==> config.mk <==
export PLATFORM = sky130hd
export DESIGN_NAME = tmr_toggle_decoder
export DESIGN_NICKNAME = d
export VERILOG_FILES = /design/src/rtl/tmr_toggle_decoder.sv
export SDC_FILE = /design/constraint.sdc
export NUM_CORES = 1
export LEC_CHECK = 0
export BUFFER_PORTS_ARGS = -buffer_cell sky130_fd_sc_hd__buf_4
export CORE_UTILIZATION = 43
export CTS_CLUSTER_DIAMETER = 120
export CTS_CLUSTER_SIZE = 30
export DETAILED_ROUTE_END_ITERATION = 10
export SYNTH_ARGS = -nofsm -noshare
export SYNTH_HDL_FRONTEND = slang
export SYNTH_SLANG_ARGS = --single-unit
==> constraint.sdc <==
create_clock -name clk -period 1.73 [get_ports clk]
set_input_delay 0.0865 -clock clk [delete_from_list [all_inputs] [get_ports clk]]
set_output_delay 0.0865 -clock clk [all_outputs]
set_load 0.01 [all_outputs]
==> src/rtl/tmr_toggle_decoder.sv <==
// tmr_toggle_decoder: receive side of a triplicated toggle FSM.
// Samples the three toggle lanes, majority-votes them, regenerates a
// single-cycle pulse per voted toggle, and tracks lane disagreement
// (registered mismatch flag, saturating mismatch counter, sticky per-lane
// fault flags after FAULT_LIMIT consecutive disagreeing samples).
// Optional build macro TMR_TOGGLE_DEC_SYNC_EN inserts a 2-flop synchronizer
// per lane ahead of the sample stage (latency 4 clk instead of 2).
module tmr_toggle_decoder #(
  parameter int CNT_W       = 8,
  parameter int FAULT_LIMIT = 4
) (
  input  logic             clk,
  input  logic             rstn,
  input  logic             inA,
  input  logic             inB,
  input  logic             inC,
  input  logic             clr,
  output logic             pulse,
  output logic             level,
  output logic             mismatch,
  output logic [CNT_W-1:0] mis_cnt,
  output logic             faultA,
  output logic             faultB,
  output logic             faultC
);

  // Run counters only ever need to reach FAULT_LIMIT (at most 255).
  localparam int                RUN_W   = 8;
  localparam logic [RUN_W-1:0]  LIMIT   = RUN_W'(FAULT_LIMIT);
  localparam logic [CNT_W-1:0]  CNT_MAX = '1;

  logic [2:0]       lanes_in;
  logic [2:0]       samp_d;
  logic [2:0]       samp;
  logic             vote;
  logic             disagree;
  logic [2:0]       lane_off;
  logic [RUN_W-1:0] run     [3];
  logic [RUN_W-1:0] run_nxt [3];
  logic [2:0]       hit;
  logic [2:0]       fault;

  // Bit 0 = lane A, bit 1 = lane B, bit 2 = lane C.
  assign lanes_in = {inC, inB, inA};

`ifdef TMR_TOGGLE_DEC_SYNC_EN
  logic [2:0] sync1;
  logic [2:0] sync2;

  // Two-flop synchronizer per lane for inputs from another clock domain.
  always_ff @(posedge clk or negedge rstn) begin
    if (!rstn) begin
      sync1 <= '0;
      sync2 <= '0;
    end else begin
      sync1 <= lanes_in;
      sync2 <= sync1;
    end
  end

  assign samp_d = sync2;
`else
  assign samp_d = lanes_in;
`endif

  // Sample stage: all voting and fault logic works on these registered lanes.
  always_ff @(posedge clk or negedge rstn) begin
    if (!rstn) begin
      samp <= '0;
    end else begin
      samp <= samp_d;
    end
  end

  // Majority vote and disagreement detection on the sampled lanes.
  always_comb begin
    vote     = (samp[0] & samp[1]) | (samp[1] & samp[2]) | (samp[0] & samp[2]);
    disagree = (samp != 3'b000) && (samp != 3'b111);
    lane_off = samp ^ {3{vote}};
  end

  // Next run length per lane: grows while the lane disagrees, capped at LIMIT.
  always_comb begin
    for (int i = 0; i < 3; i++) begin
      run_nxt[i] = '0;
      hit[i]     = 1'b0;
      if (lane_off[i]) begin
        run_nxt[i] = (run[i] >= LIMIT) ? LIMIT : run[i] + 1'b1;
      end
      hit[i] = (run_nxt[i] == LIMIT);
    end
  end

  // Voted level and toggle pulse; clr deliberately does not touch these.
  always_ff @(posedge clk or negedge rstn) begin
    if (!rstn) begin
      level    <= 1'b0;
      pulse    <= 1'b0;
      mismatch <= 1'b0;
    end else begin
      level    <= vote;
      pulse    <= vote ^ level;
      mismatch <= disagree;
    end
  end

  // Mismatch counter, run counters and sticky faults; clr wins over counting.
  always_ff @(posedge clk or negedge rstn) begin
    if (!rstn) begin
      mis_cnt <= '0;
      fault   <= '0;
      for (int i = 0; i < 3; i++) run[i] <= '0;
    end else if (clr) begin
      mis_cnt <= '0;
      fault   <= '0;
      for (int i = 0; i < 3; i++) run[i] <= '0;
    end else begin
      if (disagree && (mis_cnt != CNT_MAX)) mis_cnt <= mis_cnt + 1'b1;
      fault <= fault | hit;
      for (int i = 0; i < 3; i++) run[i] <= run_nxt[i];
    end
  end

  assign faultA = fault[0];
  assign faultB = fault[1];
  assign faultC = fault[2];

endmodule

==> summary.txt <==
Placer Congestion: 0.810
RR Startpoint: mis_cnt[1]
LEAKAGE: 0.926 nW
Layout area overhead: 24.4%
DIE WIDTH: 63.5 um
wire per inst: 11.4 um
IO Pins: 20
final setup violation count: 0
Critical Setup Path Class: flip-flop to flip-flop
Crit Path Max Fanout: 14
Hold Crit Start: clr
maximum vdd drop: 583 uV
initial core utilization: 0.469
antenna violations before repair: 0
Reg clk slew, reported paths: 0.07 ns
CTS Buf Count: 5
std cell rows: 21
Power, Total: 0.00180 W
Vias: 1111
Worst R2R End: mis_cnt[5]
#FFs+latches synth: 41
r2r setup slk: 0.09 ns
register area share after synthesis: 0.631
vias in the first global route: 1103
synthesized area: 1630 um2
commonest non-fill, non-tap cells in the layout: dfrtp_1, buf_4, conb_1
Syn. warnings: 0
cell count of the worst reg-to-reg path: 5
pin count of the biggest net entering global routing: 42
Max Cap Viol: 0
clk sinks: 41
Die Y: 63.5 um
syn_area_per_cell: 11.7 um2
Port Buffers: 19
Post-DP HPWL: 1720 um
Clock Path Buffers: 2
Core Area: 3470 um2
DR vias/cell: 4.85
layout cell share with drive strength beyond 1: 0.175
initial DRC count: 46
Hold EP: fault[1]
CP Data Required Time: 1.94 ns
worst-path cell chain: ha_4 > nand3_1 > o211ai_4 > or4_1 > a21oi_1
crit path time final: 1.64 ns
Placed Area: 1870 um2
Post-layout nets: 196
CTS tree: yes
final antenna-violating net count: 0
clk_lat worst skew: 0.28 ns
Tcrit/Tclk final: 0.947
synthesized instance count: 139
worst endpoint data arrival time: 1.85 ns
first-pass GRT wire length: 4770 um
Antenna diodes: 0
setup TNS: 0 ns
Final Hold Viols: 0
Max Slew Vio Count: 0
root buffer cell: clkbuf_8
total routed wirelength: 2600 um
Cell variety after synth: 29
relative slew slack: 0.662
die area: 4030 um2
Overflow after GRT: 0
RSZ-0062 raised after global routing: no
startpoint types: flip-flop
worst setup path start: mis_cnt[1]
Worst path slowest cell: or4_1
total track usage: 0.156
Layout Skew: 0.00351 ns
slowest stage delay, CP: 0.51 ns
First-pass DRT Iterations: 5
WHS Path Cells: 2
transition time at the pin with the least slew margin: 0.507 ns
DRC: 0
outcome: finished, final reports clean
Tightest Hold Check Type: input pin to flip-flop
endpoint class of the critical path: flip-flop
pwr/cell area: 892 nW/um2
commonest non-fill, non-tap cell in the layout: dfrtp_1
Fmax achieved: 611 MHz
total number of H-tree levels: 2
final instance area: 2020 um2
hold_ws: 0.120 ns
flip-flops by register name, summed over array words and instances, names as in the netlist:
name	cells
fault	3
level	1
mis_cnt	8
mismatch	1
pulse	1
run	24
samp	3
worst max path at each step:
stage / end / slack, ns / depth (start not counted)
after global placement: mis_cnt[5] / 0.14 / 5
after global routing: mis_cnt[7] / 0.01 / 5
after CTS: mis_cnt[7] / 0.05 / 5
after floorplan: mis_cnt[4] / 0.16 / 6
final: mis_cnt[5] / 0.09 / 5
after detailed placement: mis_cnt[7] / 0.07 / 5
critical path: cells and delay by family, from the launching register on:
kind / cells / cell delay [ns]
simple gates: 2 / 0.63
flops: 1 / 0.44
compound gates: 2 / 0.31
fa+ha+maj: 1 / 0.18
synth_stat cells:
library cell / number / area (um2)
buf_6: 1 / 11.3
nor4b_1: 3 / 26.3
o21ai_1: 1 / 5.00
nor4_1: 6 / 37.5
and3b_1: 1 / 8.76
o31ai_1: 3 / 22.5
or4_1: 3 / 22.5
a21oi_1: 11 / 55.1
or3_4: 1 / 11.3
nor3b_1: 1 / 7.51
or3_1: 3 / 18.8
nand2_1: 8 / 30.0
nand4_1: 1 / 6.26
nor2_1: 12 / 45.0
clkbuf_1: 2 / 7.51
ha_1: 7 / 87.6
o21ai_0: 4 / 20.0
xor2_1: 2 / 17.5
dfrtp_1: 41 / 1030
nand3_1: 5 / 25.0
nand2b_1: 1 / 6.26
inv_1: 10 / 37.5
mux2i_1: 1 / 10.0
o21bai_1: 3 / 22.5
o211ai_4: 1 / 21.3
nor3_1: 3 / 15.0
and2_1: 2 / 12.5
conb_1: 1 / 3.75
nor2b_1: 1 / 6.26
area by class of cell:
cell class | instances | area (um2)
Clock buffer | 7 | 86.3
Fill cell | 299 | 1450
Inverter | 10 | 37.5
Multi-Input combinational cell | 99 | 609
Sequential cell | 41 | 1030
Tap cell | 46 | 57.6
Timing Repair Buffer | 26 | 205
stage by stage:
step | utilization | setup slack, ns | instances
floorplan | - | 0.159 | 153
global placement | 0.539 | 0.139 | 216
detailed placement | 0.539 | 0.0691 | 216
CTS | 0.575 | 0.0513 | 227
global route | 0.583 | 0.0106 | 229
finish | 0.583 | 0.0921 | 229
report_power, final:
group          switching [W]  total (W)  internal, W
Sequential         0.0000293    0.00103      0.00100
Clock               0.000288   0.000604     0.000316
Combinational      0.0000863   0.000166    0.0000797
Total               0.000404    0.00180      0.00140
layer usage:
| layer | wire length [um] | GRT usage |
|---|---|---|
| met1 | 1150 | 0.178 |
| met2 | 1300 | 0.263 |
| met5 | 0 | 0 |
| met4 | 30 | 0.0511 |
| met3 | 123 | 0.0616 |
repair_timing:
| item | 4_1_cts | 5_1_grt |
|---|---|---|
| gates resized for setup | 0 | 3 |
| hold buffers | 4 | 0 |
| hold endpoints to repair | 44 | 0 |
| buffers inserted | 0 | 2 |
| endpoints found under the setup margin | 0 | 2 |
cells by family after synthesis:
| logic type | share of synthesized area |
|---|---|
| compound gates | 0.0900 |
| flops | 0.631 |
| other cells | 0.00231 |
| fa+ha+maj | 0.0538 |
| mux | 0.00615 |
| simple gates | 0.172 |
| xor+xnor | 0.0108 |
| buf+inv | 0.0346 |
No activity file was read; power rests on OpenSTA's default activity.
